===== config.mk =====
export PLATFORM = sky130hd
export DESIGN_NAME = uart_tx_arbiter
export DESIGN_NICKNAME = d
export VERILOG_FILES = /design/src/rtl/uart_arb_pkg.sv /design/src/rtl/uart_tx_arbiter_rr_picker.sv /design/src/rtl/uart_tx_arbiter.sv
export SDC_FILE = /design/constraint.sdc
export NUM_CORES = 1
export LEC_CHECK = 0
export ABC_AREA = 1
export CORE_MARGIN = 2
export CORE_UTILIZATION = 48
export CTS_CLUSTER_SIZE = 20
export DETAILED_ROUTE_END_ITERATION = 10
export GPL_TIMING_DRIVEN = 0
export PLACE_DENSITY_LB_ADDON = 0.25
export SLEW_MARGIN = 25
export SYNTH_ARGS = -nofsm -noshare
export SYNTH_HDL_FRONTEND = slang
export SYNTH_SLANG_ARGS = --single-unit

===== constraint.sdc =====
create_clock -name clk -period 3.13 [get_ports clk]
set_input_delay 0.313 -clock clk [delete_from_list [all_inputs] [get_ports clk]]
set_output_delay 0.313 -clock clk [all_outputs]
set_load 0.02 [all_outputs]

===== src/rtl/uart_arb_pkg.sv =====
// Shared types and defaults for the UART transmit arbiter.
package uart_arb_pkg;

  typedef enum logic [1:0] {
    IDLE      = 2'd0,
    START     = 2'd1,
    WAIT_DONE = 2'd2
  } arb_state_e;

  localparam logic [15:0] START_TIMEOUT_DEF = 16'd1024;

  typedef logic [7:0] uart_byte_t;

endpackage


===== src/rtl/uart_tx_arbiter_rr_picker.sv =====
// rr_picker: combinational round-robin select. It scans upward from ptr+1 with
// wrap-around and returns the first valid requester as one-hot and index.
module rr_picker #(
  parameter int N = 4
) (
  input  logic [N-1:0]         valid,
  input  logic [$clog2(N)-1:0] ptr,
  output logic [N-1:0]         grant,
  output logic [$clog2(N)-1:0] idx,
  output logic                 found
);

  localparam int IW = $clog2(N);

  logic [IW-1:0] cand_s;

  // First valid requester after the pointer wins.
  always_comb begin
    grant  = {N{1'b0}};
    idx    = {IW{1'b0}};
    found  = 1'b0;
    cand_s = {IW{1'b0}};
    for (int k = 1; k <= N; k++) begin
      cand_s = IW'((int'(ptr) + k) % N);
      if (!found && valid[cand_s]) begin
        found         = 1'b1;
        grant[cand_s] = 1'b1;
        idx           = cand_s;
      end else begin
        found = found;
      end
    end
  end

endmodule


===== src/rtl/uart_tx_arbiter.sv =====
// uart_tx_arbiter: round-robin sharing of one UART transmitter among NUM_REQ
// byte sources. Optional burst locking is enabled with UART_ARB_BURST_EN.
module uart_tx_arbiter
  import uart_arb_pkg::*;
#(
  parameter int          NUM_REQ       = 4,
  parameter logic [15:0] START_TIMEOUT = START_TIMEOUT_DEF
) (
  input  logic                       clk,
  input  logic                       rst_n,
  input  logic [NUM_REQ-1:0]         req_valid,
  input  logic [NUM_REQ*8-1:0]       req_data,
`ifdef UART_ARB_BURST_EN
  input  logic [NUM_REQ-1:0]         req_last,
`endif
  output logic [NUM_REQ-1:0]         req_ready,
  output logic [7:0]                 tx_data,
  output logic                       tx_start,
  input  logic                       tx_ready,
  output logic [$clog2(NUM_REQ)-1:0] grant_id,
  output logic                       busy,
  output logic                       timeout_err
);

  localparam int IDW = $clog2(NUM_REQ);

  arb_state_e       state_r, state_nxt_s;
  logic [15:0]      cnt_r;
  logic             tx_start_r, busy_r, timeout_err_r;
  uart_byte_t       tx_data_r;
  logic [IDW-1:0]   grant_id_r, ptr_r;
  uart_byte_t       req_bytes_s [NUM_REQ];
  logic [NUM_REQ-1:0] pick_valid_s, pick_grant_s;
  logic [IDW-1:0]   pick_idx_s;
  logic             pick_found_s, accept_s, timeout_s;
`ifdef UART_ARB_BURST_EN
  logic             lock_r;
`endif

  for (genvar g = 0; g < NUM_REQ; g++) begin : g_bytes
    assign req_bytes_s[g] = req_data[8*g +: 8];
  end

  // While a burst holds the grant only its owner may be picked.
  always_comb begin
    pick_valid_s = req_valid;
`ifdef UART_ARB_BURST_EN
    if (lock_r) begin
      pick_valid_s             = {NUM_REQ{1'b0}};
      pick_valid_s[grant_id_r] = req_valid[grant_id_r];
    end else begin
      pick_valid_s = req_valid;
    end
`endif
  end

  rr_picker #(.N(NUM_REQ)) u_picker (
    .valid (pick_valid_s),
    .ptr   (ptr_r),
    .grant (pick_grant_s),
    .idx   (pick_idx_s),
    .found (pick_found_s)
  );

  // Next-state logic and the combinational accept strobe.
  always_comb begin
    state_nxt_s = state_r;
    req_ready   = {NUM_REQ{1'b0}};
    accept_s    = 1'b0;
    timeout_s   = 1'b0;
    case (state_r)
      IDLE: begin
        if (tx_ready && pick_found_s) begin
          accept_s    = 1'b1;
          req_ready   = pick_grant_s;
          state_nxt_s = START;
        end else begin
          state_nxt_s = IDLE;
        end
      end
      START: begin
        if (!tx_ready) begin
          state_nxt_s = WAIT_DONE;
        end else if (cnt_r == START_TIMEOUT - 16'd1) begin
          timeout_s   = 1'b1;
          state_nxt_s = IDLE;
        end else begin
          state_nxt_s = START;
        end
      end
      WAIT_DONE: begin
        if (tx_ready) begin
          state_nxt_s = IDLE;
        end else begin
          state_nxt_s = WAIT_DONE;
        end
      end
      default: state_nxt_s = IDLE;
    endcase
  end

  // State, timeout counter and registered UART-facing outputs.
  always_ff @(posedge clk or negedge rst_n) begin
    if (!rst_n) begin
      state_r       <= IDLE;
      cnt_r         <= 16'd0;
      tx_start_r    <= 1'b0;
      tx_data_r     <= 8'h00;
      grant_id_r    <= {IDW{1'b0}};
      ptr_r         <= IDW'(NUM_REQ - 1);
      busy_r        <= 1'b0;
      timeout_err_r <= 1'b0;
    end else begin
      state_r       <= state_nxt_s;
      tx_start_r    <= (state_nxt_s == START);
      busy_r        <= (state_nxt_s != IDLE);
      timeout_err_r <= timeout_s;
      if (state_r == START && state_nxt_s == START) begin
        cnt_r <= cnt_r + 16'd1;
      end else begin
        cnt_r <= 16'd0;
      end
      if (accept_s) begin
        tx_data_r  <= req_bytes_s[pick_idx_s];
        grant_id_r <= pick_idx_s;
        ptr_r      <= pick_idx_s;
      end else begin
        tx_data_r  <= tx_data_r;
      end
    end
  end

`ifdef UART_ARB_BURST_EN
  // Burst ownership: held until a byte flagged last, dropped on timeout.
  always_ff @(posedge clk or negedge rst_n) begin
    if (!rst_n) begin
      lock_r <= 1'b0;
    end else if (accept_s) begin
      lock_r <= !req_last[pick_idx_s];
    end else if (timeout_s) begin
      lock_r <= 1'b0;
    end else begin
      lock_r <= lock_r;
    end
  end
`endif

  assign tx_start    = tx_start_r;
  assign tx_data     = tx_data_r;
  assign grant_id    = grant_id_r;
  assign busy        = busy_r;
  assign timeout_err = timeout_err_r;

endmodule


==> metrics.txt, run 1 <==
Core Rows 25; DR DRC count 0; Pleak 1.57 nW; CTS Buf Count 5; Max clock buf depth 2; Tot Pwr 3.16 mW; crit path kind reg -> out; placed inst area 2980 um^2; register area share after synthesis 35.5%; global route overflow 0; final-report setup violation count 0; Layout area overhead 34.5%; htree depth 2; CP startpoint kind flip-flop; initial antenna violation count 0; fin cells 444; clk_lat worst skew 0.29 ns; final critical-path share of the clock period 95.7%; fmax 0.334 GHz; vias 2190; RSZ-0062 raised after global routing false; post-synth top area share 33.2%; Worst Tran Pin Value 0.287 ns; CP Max Fanout 10; Ports 56; CP arrival 2.68 ns; Syn Inst Count 322; CP Capture Type primary output; CTS tree yes; die area 5440 um^2; FF-to-FF setup slack 0.85 ns; max-slew violations 0; Routed WL per cell 11.4 um; Clock Skew 0.00395 ns; n_diodes 0; Synthesized Nets 370; Die H 73.7 um; area leader, netlist dfrtp_1; Placed Instances 432; yosys warns 0; Port Buffers 55; WL final 5.07 mm; DP Wirelength 3.88 mm; design area 3140 um^2; power density cells 1010 nW/um^2; All-Layer GR Usage 20.0%; Core Box Area 4690 um^2; Die X 73.7 um; Nets 437; Iteration-0 DRC Markers 58; CTS Root Cell clkbuf_8; average cell area after synthesis 7.25 um^2; status complete, no violations; final hold slack 0.430 ns; Clk pin slew, worst setup/hold paths 0.07 ns; Starting Density 49.8%; iteration count of the initial detailed-routing pass 4; Yosys reg bits 33; Via density 4.93; Core Util, Final 66.9%; ANT nets after route 0; layout cells sized above 1 14.4%; vias in the first global route 2014; fin crit period 3.00 ns; GPL Wtd Cong 0.863; Cell Area, Synth 2330 um^2; Slew Limit Headroom 80.7%; Tightest Hold Check Type in -> async; required time of the critical path 2.82 ns; pin count of the biggest net entering global routing 24; Max VDD drop 0.653 mV; synth unique cells 34; max_cap viols 0; Fin. Hold Viols 0; dominant cells by area after synthesis dfrtp_1 (33%), nand2_1 (13%), inv_1 (8.5%), nand3_1 (7.3%), ha_1 (4.8%); Clock Sinks 33; global-route wire length before repair 8.45 mm
[cells in the mapped netlist]
library cell  count
inv_1            53
clkinv_4          1
a31oi_1           2
nor2_4            2
a21oi_1           6
nor2_1           19
o21ai_1           2
nor3_1            7
nor4_1            1
nand3_2           1
nand2_2          11
o21ai_0           7
inv_2             2
or2_2             6
a21oi_2           1
buf_4             1
inv_4             1
nand2_4           5
nand3_4           2
buf_2             1
dfstp_2           2
nor2_2            1
nor3b_1           9
ha_1              9
dfrtp_1          31
o22ai_1           3
or2_0             1
o21ai_2           2
buf_6             2
nand3_1          34
or2_1             4
nand2_1          81
xor2_1            3
nand4_1           9
[layer usage]
layer / vias to the layer above / global-route usage [%] / part of all wire (%)
li1: 1154 / - / -
met1: 972 / 24.6 / 45
met2: 56 / 34.8 / 50
met3: 8 / 4.25 / 3.6
met4: 0 / 6.26 / 1.2
met5: - / 0 / 0
[placed cells by master (no fill, tap or decap), types with 4 or more instances in the layout]
master,synthesis,routed
o21ai_0,7,7
or2_1,4,4
buf_4,1,4
nor3_1,7,7
inv_1,53,52
nor3b_1,9,9
a21oi_1,6,6
nand3_1,34,34
dlygate4sd2_1,0,4
clkbuf_8,0,6
clkdlybuf4s50_1,0,50
ha_1,9,8
or2_2,6,6
nand4_1,9,9
dfrtp_1,31,31
nor2_1,19,19
nand2_2,11,11
nand2_1,81,81
nand2_4,5,5
[area by class of cell]
class / instances / area [um^2]
fillers: 389 / 1550
multi-input cells: 228 / 1260
repair buffers: 60 / 601
plain buffers: 4 / 35.0
well taps: 54 / 67.6
clock inverters: 2 / 37.5
flip-flops and latches: 33 / 828
clock buffers: 6 / 82.6
inverters: 57 / 225
[critical path, cell delays in order, from the launching register on]
cell,delay (ns)
dfstp_2,0.57
clkinvlp_4,0.12
ha_4,0.31
inv_1,0.08
nand2_4,0.09
nand2_4,0.08
nor2_4,0.18
nand3_4,0.15
nand2_1,0.10
inv_2,0.04
nand2_4,0.11
inv_2,0.10
nand2_1,0.09
inv_1,0.05
dlygate4sd2_1,0.31
[worst paths after layout]
| kind | endpoint | from | cells past startpoint |
|---|---|---|---|
| min in group clk | cnt_r[0] | cnt_r[0] | 1 |
| min reg2reg | cnt_r[0] | cnt_r[0] | 1 |
| max | req_ready[0] | ptr_r[1] | 14 |
| max reg2reg | tx_start | cnt_r[0] | 13 |
| max in group asynchronous | ptr_r[1] | rst_n | 3 |
| min | cnt_r[10] | rst_n | 2 |
[through the flow]
| stage | TNS, ns | worst slack [ns] |
|---|---|---|
| finish | 0 | 0.135 |
| global route | 0 | 0.000951 |
| detailed placement | -0.186 | -0.0697 |
| global placement | -0.130 | -0.0347 |
| CTS | 0 | 0.141 |
| floorplan | 0 | 0.726 |
[power breakdown]
group	switching, mW	internal (mW)
logic	1.29	0.837
clock network	0.158	0.259
registers	0.0680	0.547
total	1.52	1.64
[logic make-up (layout without fill, tap and decap cells)]
group	count (synthesis)	in the layout	synth area share, %
AND/OR/NAND/NOR	193	193	41.9
XOR/XNOR	3	3	1.13
AO/OA/AOI/OAI	23	23	5.68
buffers and inverters	61	129	11.0
adder cells (fa/ha/maj)	9	9	4.82
flip-flops	33	33	35.5
[what timing repair did]
item	CTS	global route
endpoints found under the hold margin	10	0
buffers inserted	3	0
gates resized for setup	6	0
hold buffers	1	0
pin swaps	0	1
endpoints found under the setup margin	4	1
[sequential cells by signal (all words and copies together), names as in the netlist]
name,count
state_r,2
ptr_r,2
busy,1
tx_data,8
tx_start,1
grant_id,2
cnt_r,16
timeout_err,1
No activity file was read; power rests on OpenSTA's default activity.
==> run 2: changes to the inputs <==
- REMOVE_ABC_BUFFERS: default -> 1
==> run 2 against run 1 <==
Combinational power decreased by 4%. Global-route usage increased by 0.30 points. Clock-buffer cell count unchanged. Power decreased by 6.4%. Fmax increased by 2.7%. Critical path depth unchanged. Sequential cell count unchanged. Critical path type unchanged. Critical endpoint is now req_ready[2]. Largest power group unchanged.
==> metrics.txt, run 2 (synthesized netlist as in run 1, its figures left out) <==
switch share 50.4% (+2.3 points); global route overflow 0 (unchanged); max incr delay on CP 0.58 ns (about the same); Routed WL per cell 11.6 um (+1.2%); required time of the critical path 2.82 ns (about the same); Nets 433 (-0.92%); layout cells sized above 1 13.2% (-1.1 points); final-report setup violation count 0 (unchanged); CP arrival 2.60 ns (-0.08 ns); fin cells 440 (-0.90%); Gate power share 68.9% (+1.5 points); CP Capture Type primary output; Layout area overhead 31.8%; ANT nets after route 0 (unchanged); fin crit period 2.92 ns (-0.0789 ns); WHS Endpoint cnt_r[0]; reg2reg end tx_data[4]; Max clock buf depth 2 (unchanged); power density cells 962 nW/um^2 (-4.5%); clk_lat worst skew 0.28 ns (about the same); status complete, no violations; DP Wirelength 3.81 mm (-1.7%); Tot Pwr 2.96 mW (-6.4%); vias in the first global route 2085 (+3.5%); placed inst area 2940 um^2 (-1.2%); Pleak 1.53 nW (-2.2%); design area 3080 um^2 (-2.0%); Port Buffers 55 (unchanged); final critical-path share of the clock period 93.2% (-2.5 points); GPL Wtd Cong 0.899 (+4.2%); Max stage delay cell, worst path dfstp_2; CP Max Fanout 15 (+5); CTS Root Cell clkbuf_8; fmax 0.343 GHz (+2.7%); Via density 4.98 (+1.0%); Iteration-0 DRC Markers 53 (-8.6%); htree depth 2 (unchanged); die area 5440 um^2 (unchanged); most frequent cells in the layout nand2_1 (81), inv_1 (52), clkdlybuf4s50_1 (50); Core Box Area 4690 um^2 (unchanged); worst r2r src ptr_r[0]; Die X 73.7 um (unchanged); RSZ-0062 raised after global routing false; max-slew violations 0 (unchanged); sequential power share 20.8% (+1.4 points); commonest non-fill, non-tap cell in the layout nand2_1; global-route wire length before repair 8.71 mm (+3.2%); CP startpoint kind flip-flop; All-Layer GR Usage 20.3% (+0.30 points); FF-to-FF setup slack 0.75 ns (-0.10 ns); pin count of the biggest net entering global routing 27 (+13%); WL final 5.08 mm (+0.32%); hold path depth 1; worst reg-to-reg path cell count 11 (-2); Die H 73.7 um (unchanged); CTS Buf Count 5 (unchanged); n_diodes 0 (unchanged); Max VDD drop 0.705 mV (+7.9%); Fillers 414 (+6.4%); Clock Sinks 33 (unchanged); vias 2192 (+0.091%); Pint 1.47 mW (-11%); DR DRC count 0 (unchanged); Ports 56 (unchanged); Core Rows 25 (unchanged); max_cap viols 0 (unchanged); Clock Power Share 10.3% (-2.9 points); initial antenna violation count 0 (unchanged); CP cell instances inv_4 -> ha_4 -> inv_1 -> nand2_4 -> nand2_4 -> nor2_4 -> nand3_4 -> nand2_1 -> inv_2 -> nand2_8 -> inv_4 -> nand2_1 -> inv_1 -> dlygate4sd2_1; min-delay src cnt_r[0]; Starting Density 49.8% (unchanged); Fin Setup TNS 0 ns (unchanged); final hold slack 0.464 ns (+0.0341 ns); CTS tree yes; Fin. Hold Viols 0 (unchanged); Slew Limit Headroom 72.5% (-8.2 points); Sw Pwr 1.49 mW (-1.9%); crit path kind reg -> out; max FFs per register 16 (unchanged); Tightest Hold Check Type reg -> reg; Worst Tran Pin Value 0.411 ns (+0.124 ns); Placed Instances 428 (-0.93%); Largest Register cnt_r; Clk pin slew, worst setup/hold paths 0.06 ns (about the same); iteration count of the initial detailed-routing pass 5 (+1); Clock Skew 0.00280 ns (-0.00115 ns)
==> run 2: worst max path at each step <==
stage | start | end | slack [ns] | depth (start not counted)
after global routing | ptr_r[0] | req_ready[2] | 0.04 | 14
final | ptr_r[0] | req_ready[2] | 0.21 | 14
after detailed placement | ptr_r[1] | req_ready[2] | -0.15 | 14
after floorplan | ptr_r[1] | req_ready[0] | 0.67 | 13
after CTS | ptr_r[0] | req_ready[2] | 0.08 | 14
after global placement | ptr_r[1] | req_ready[2] | -0.13 | 14
==> run 2: per-stage QoR <==
| stage | setup WS [ns] | util (%) |
|---|---|---|
| 2_1_floorplan | 0.671 | - |
| 3_3_place_gp | -0.128 | 62.2 |
| 3_5_place_dp | -0.154 | 62.7 |
| 4_1_cts | 0.0759 | 65.4 |
| 5_1_grt | 0.0433 | 65.6 |
| 6_report | 0.214 | 65.6 |
==> run 2: power groups by stage <==
stage                     Combinational, mW  Clock (mW)  Sequential [mW]
after floorplan                        1.34           0            0.722
after global placement                 1.91           0            0.649
after detailed placement               1.94           0            0.654
after CTS                              2.03       0.312            0.618
after global routing                   2.30       0.331            0.628
final                                  2.04       0.304            0.617
==> run 2: layer usage <==
| layer | vias up | track usage, % | part of all wire (%) |
|---|---|---|---|
| met1 | 984 | 25.8 | 45 |
| met3 | 11 | 3.29 | 3.9 |
| li1 | 1141 | - | - |
| met2 | 56 | 34.8 | 50 |
| met4 | 0 | 6.87 | 1.5 |
| met5 | - | 0 | 0 |
==> run 2: layout make-up <==
cell class	instances	area, um^2	share of cell area, %
multi-input combinational	228	1270	41.3
sequential	33	828	26.9
clock buffer	6	72.6	2.36
timing repair buffer	60	601	19.5
inverter	57	228	7.40
tap	54	67.6	2.20
clock inverter	2	10.0	0.325
==> run 2: critical path, delay by kind of cell, from the launching register on <==
kind                       cells  cell delay (ns)
adders and majority gates      1             0.27
buffers and inverters          6             0.84
DFF                            1             0.58
and+or+nand+nor                7             0.62
==> run 2: what timing repair did <==
item | in CTS | in global routing
buffers inserted | 3 | 0
endpoints found under the setup margin | 4 | 4
endpoints found under the hold margin | 12 | 0
hold buffers | 1 | 0
resized for setup | 6 | 2
pin swaps | 0 | 2
==> run 3: changes to the inputs <==
- CELL_PAD_IN_SITES_DETAIL_PLACEMENT: default -> 1
- CELL_PAD_IN_SITES_GLOBAL_PLACEMENT: default -> 1
- CORE_UTILIZATION: 48 -> 36
==> run 3 against run 2 <==
Non-clock buffer count unchanged. Via count increased by 2.2%. Cell count is 5.2% higher. Setup slack worse by 0.045 ns. Fmax fell by 1.5%. Global-route usage shrank 2.1 points. Combinational power up 3%. Die area increased by 31%. Power rose by 2.5%. Clock-buffer cell count stayed put. Clock power rose by 4%. Critical path depth stayed put.
==> metrics.txt, run 3 (synthesized netlist as in run 1, its figures left out) <==
Routed WL per cell 13.1 um (+13%); CTS tree yes; global route overflow 0 (unchanged); Pleak 1.53 nW (-0.43%); initial antenna violation count 0 (unchanged); WL final 6.06 mm (+19%); Core Util, Final 49.1% (-16 points); Via density 4.84 (-2.9%); CP cell instances clkinvlp_4 -> ha_4 -> inv_1 -> nand2_4 -> nand2_4 -> nor2_4 -> nand3_4 -> nand2_1 -> inv_2 -> nand2_8 -> inv_4 -> nand2_1 -> inv_1 -> dlygate4sd2_1; max-slew violations 0 (unchanged); vias 2240 (+2.2%); Top delay family on crit path simple AND/OR/NAND/NOR gates; layout cells sized above 1 13.2% (unchanged); CP Max Fanout 15 (unchanged); Ports 56 (unchanged); final hold slack 0.399 ns (-0.0653 ns); Tightest Hold Check Type in -> async; final-report setup violation count 0 (unchanged); Die X 84.5 um (+15%); max FFs per register 16 (unchanged); worst r2r src ptr_r[0]; CTS Root Cell clkbuf_8; Max stage delay cell, worst path dfstp_2; Layout area overhead 32.8%; Die H 84.5 um (+15%); Core Box Area 6310 um^2 (+35%); commonest non-fill, non-tap cell in the layout nand2_1; n_diodes 0 (unchanged); CP startpoint kind flip-flop; Core Rows 29 (+16%); design area 3100 um^2 (+0.73%); DP Wirelength 4.64 mm (+22%); placed inst area 2960 um^2 (+0.72%); power density cells 979 nW/um^2 (+1.8%); global-route wire length before repair 10.7 mm (+23%); max_cap viols 0 (unchanged); All-Layer GR Usage 18.2% (-2.1 points); Starting Density 37.0% (-13 points); required time of the critical path 2.82 ns (about the same); Tot Pwr 3.03 mW (+2.5%); most frequent cells in the layout nand2_1 (81), inv_1 (52), clkdlybuf4s50_1 (50); CP Capture Type primary output; RSZ-0062 raised after global routing false; Max clock buf depth 2 (unchanged); FF-to-FF setup slack 0.69 ns (-0.06 ns); CTS Buf Count 5 (unchanged); Port Buffers 55 (unchanged); Clock Skew 0.00640 ns (+0.00361 ns); GPL Wtd Cong 0.790 (-12%); Fin Setup TNS 0 ns (unchanged); htree depth 2 (unchanged); Slew Limit Headroom 71.2% (-1.3 points); die area 7150 um^2 (+31%); fin crit period 2.96 ns (+0.0452 ns); clk_lat worst skew 0.29 ns (about the same); iteration count of the initial detailed-routing pass 4 (-1); Fillers 839 (+100%); final critical-path share of the clock period 94.6% (+1.4 points); fmax 0.338 GHz (-1.5%); Clock Sinks 33 (unchanged); pin count of the biggest net entering global routing 27 (unchanged); ANT nets after route 0 (unchanged); Worst Tran Pin Value 0.430 ns (+0.0196 ns); max incr delay on CP 0.56 ns (-0.02 ns); Fin. Hold Viols 0 (unchanged); status complete, no violations; Largest Register cnt_r; CP Buf/Inv Count 6 (unchanged); Nets 433 (unchanged); critical path launch point ptr_r[1]; crit path kind reg -> out; Clk pin slew, worst setup/hold paths 0.07 ns (about the same); Iteration-0 DRC Markers 53 (unchanged); vias in the first global route 2368 (+14%); Max VDD drop 0.517 mV (-27%); DR DRC count 0 (unchanged); CP arrival 2.65 ns (+0.05 ns)
==> run 3: worst paths after layout <==
check / end / cells after the start
setup / recovery: req_ready[1] / 14
hold / removal: cnt_r[9] / 2
setup reg to reg: tx_data[4] / 11
hold reg to reg: cnt_r[0] / 1
max in group asynchronous: ptr_r[1] / 3
min in group clk: cnt_r[0] / 1
==> run 3: power by group <==
group	internal, mW	switching, mW	total (mW)
sequential	0.547	0.0724	0.620
combinational	0.768	1.33	2.10
clock	0.154	0.162	0.316
total	1.47	1.56	3.03
==> run 3: through the flow <==
step	worst slack, ns	instances
6_report	0.169	463
5_1_grt	0.0215	463
4_1_cts	0.112	463
3_5_place_dp	-0.230	451
3_3_place_gp	-0.207	450
2_1_floorplan	0.671	318
==> run 3: per-layer routing <==
layer	share of wire [%]	vias up	GRT usage (%)	routed length, um
li1	-	1142	-	-
met1	45	1057	23.0	2720
met2	51	37	31.8	3070
met3	3.8	4	4.03	228
met4	0.74	0	4.33	45
met5	0	-	0	0
==> run 3: layout make-up <==
class,count,area (um^2),area share [%]
clock inverters,2,10.0,0.323
well taps,77,96.3,3.11
clock buffers,6,72.6,2.34
repair buffers,60,594,19.2
flip-flops and latches,33,828,26.7
inverters,57,228,7.34
multi-input cells,228,1270,41.0
==> run 3: repair_timing <==
item,4_1_cts,5_1_grt
hold buffers,1,0
hold endpoints to repair,7,0
setup endpoints to repair,4,3
buffers inserted,3,0
cloned,0,0
resized for setup,8,1
pin swaps,0,2
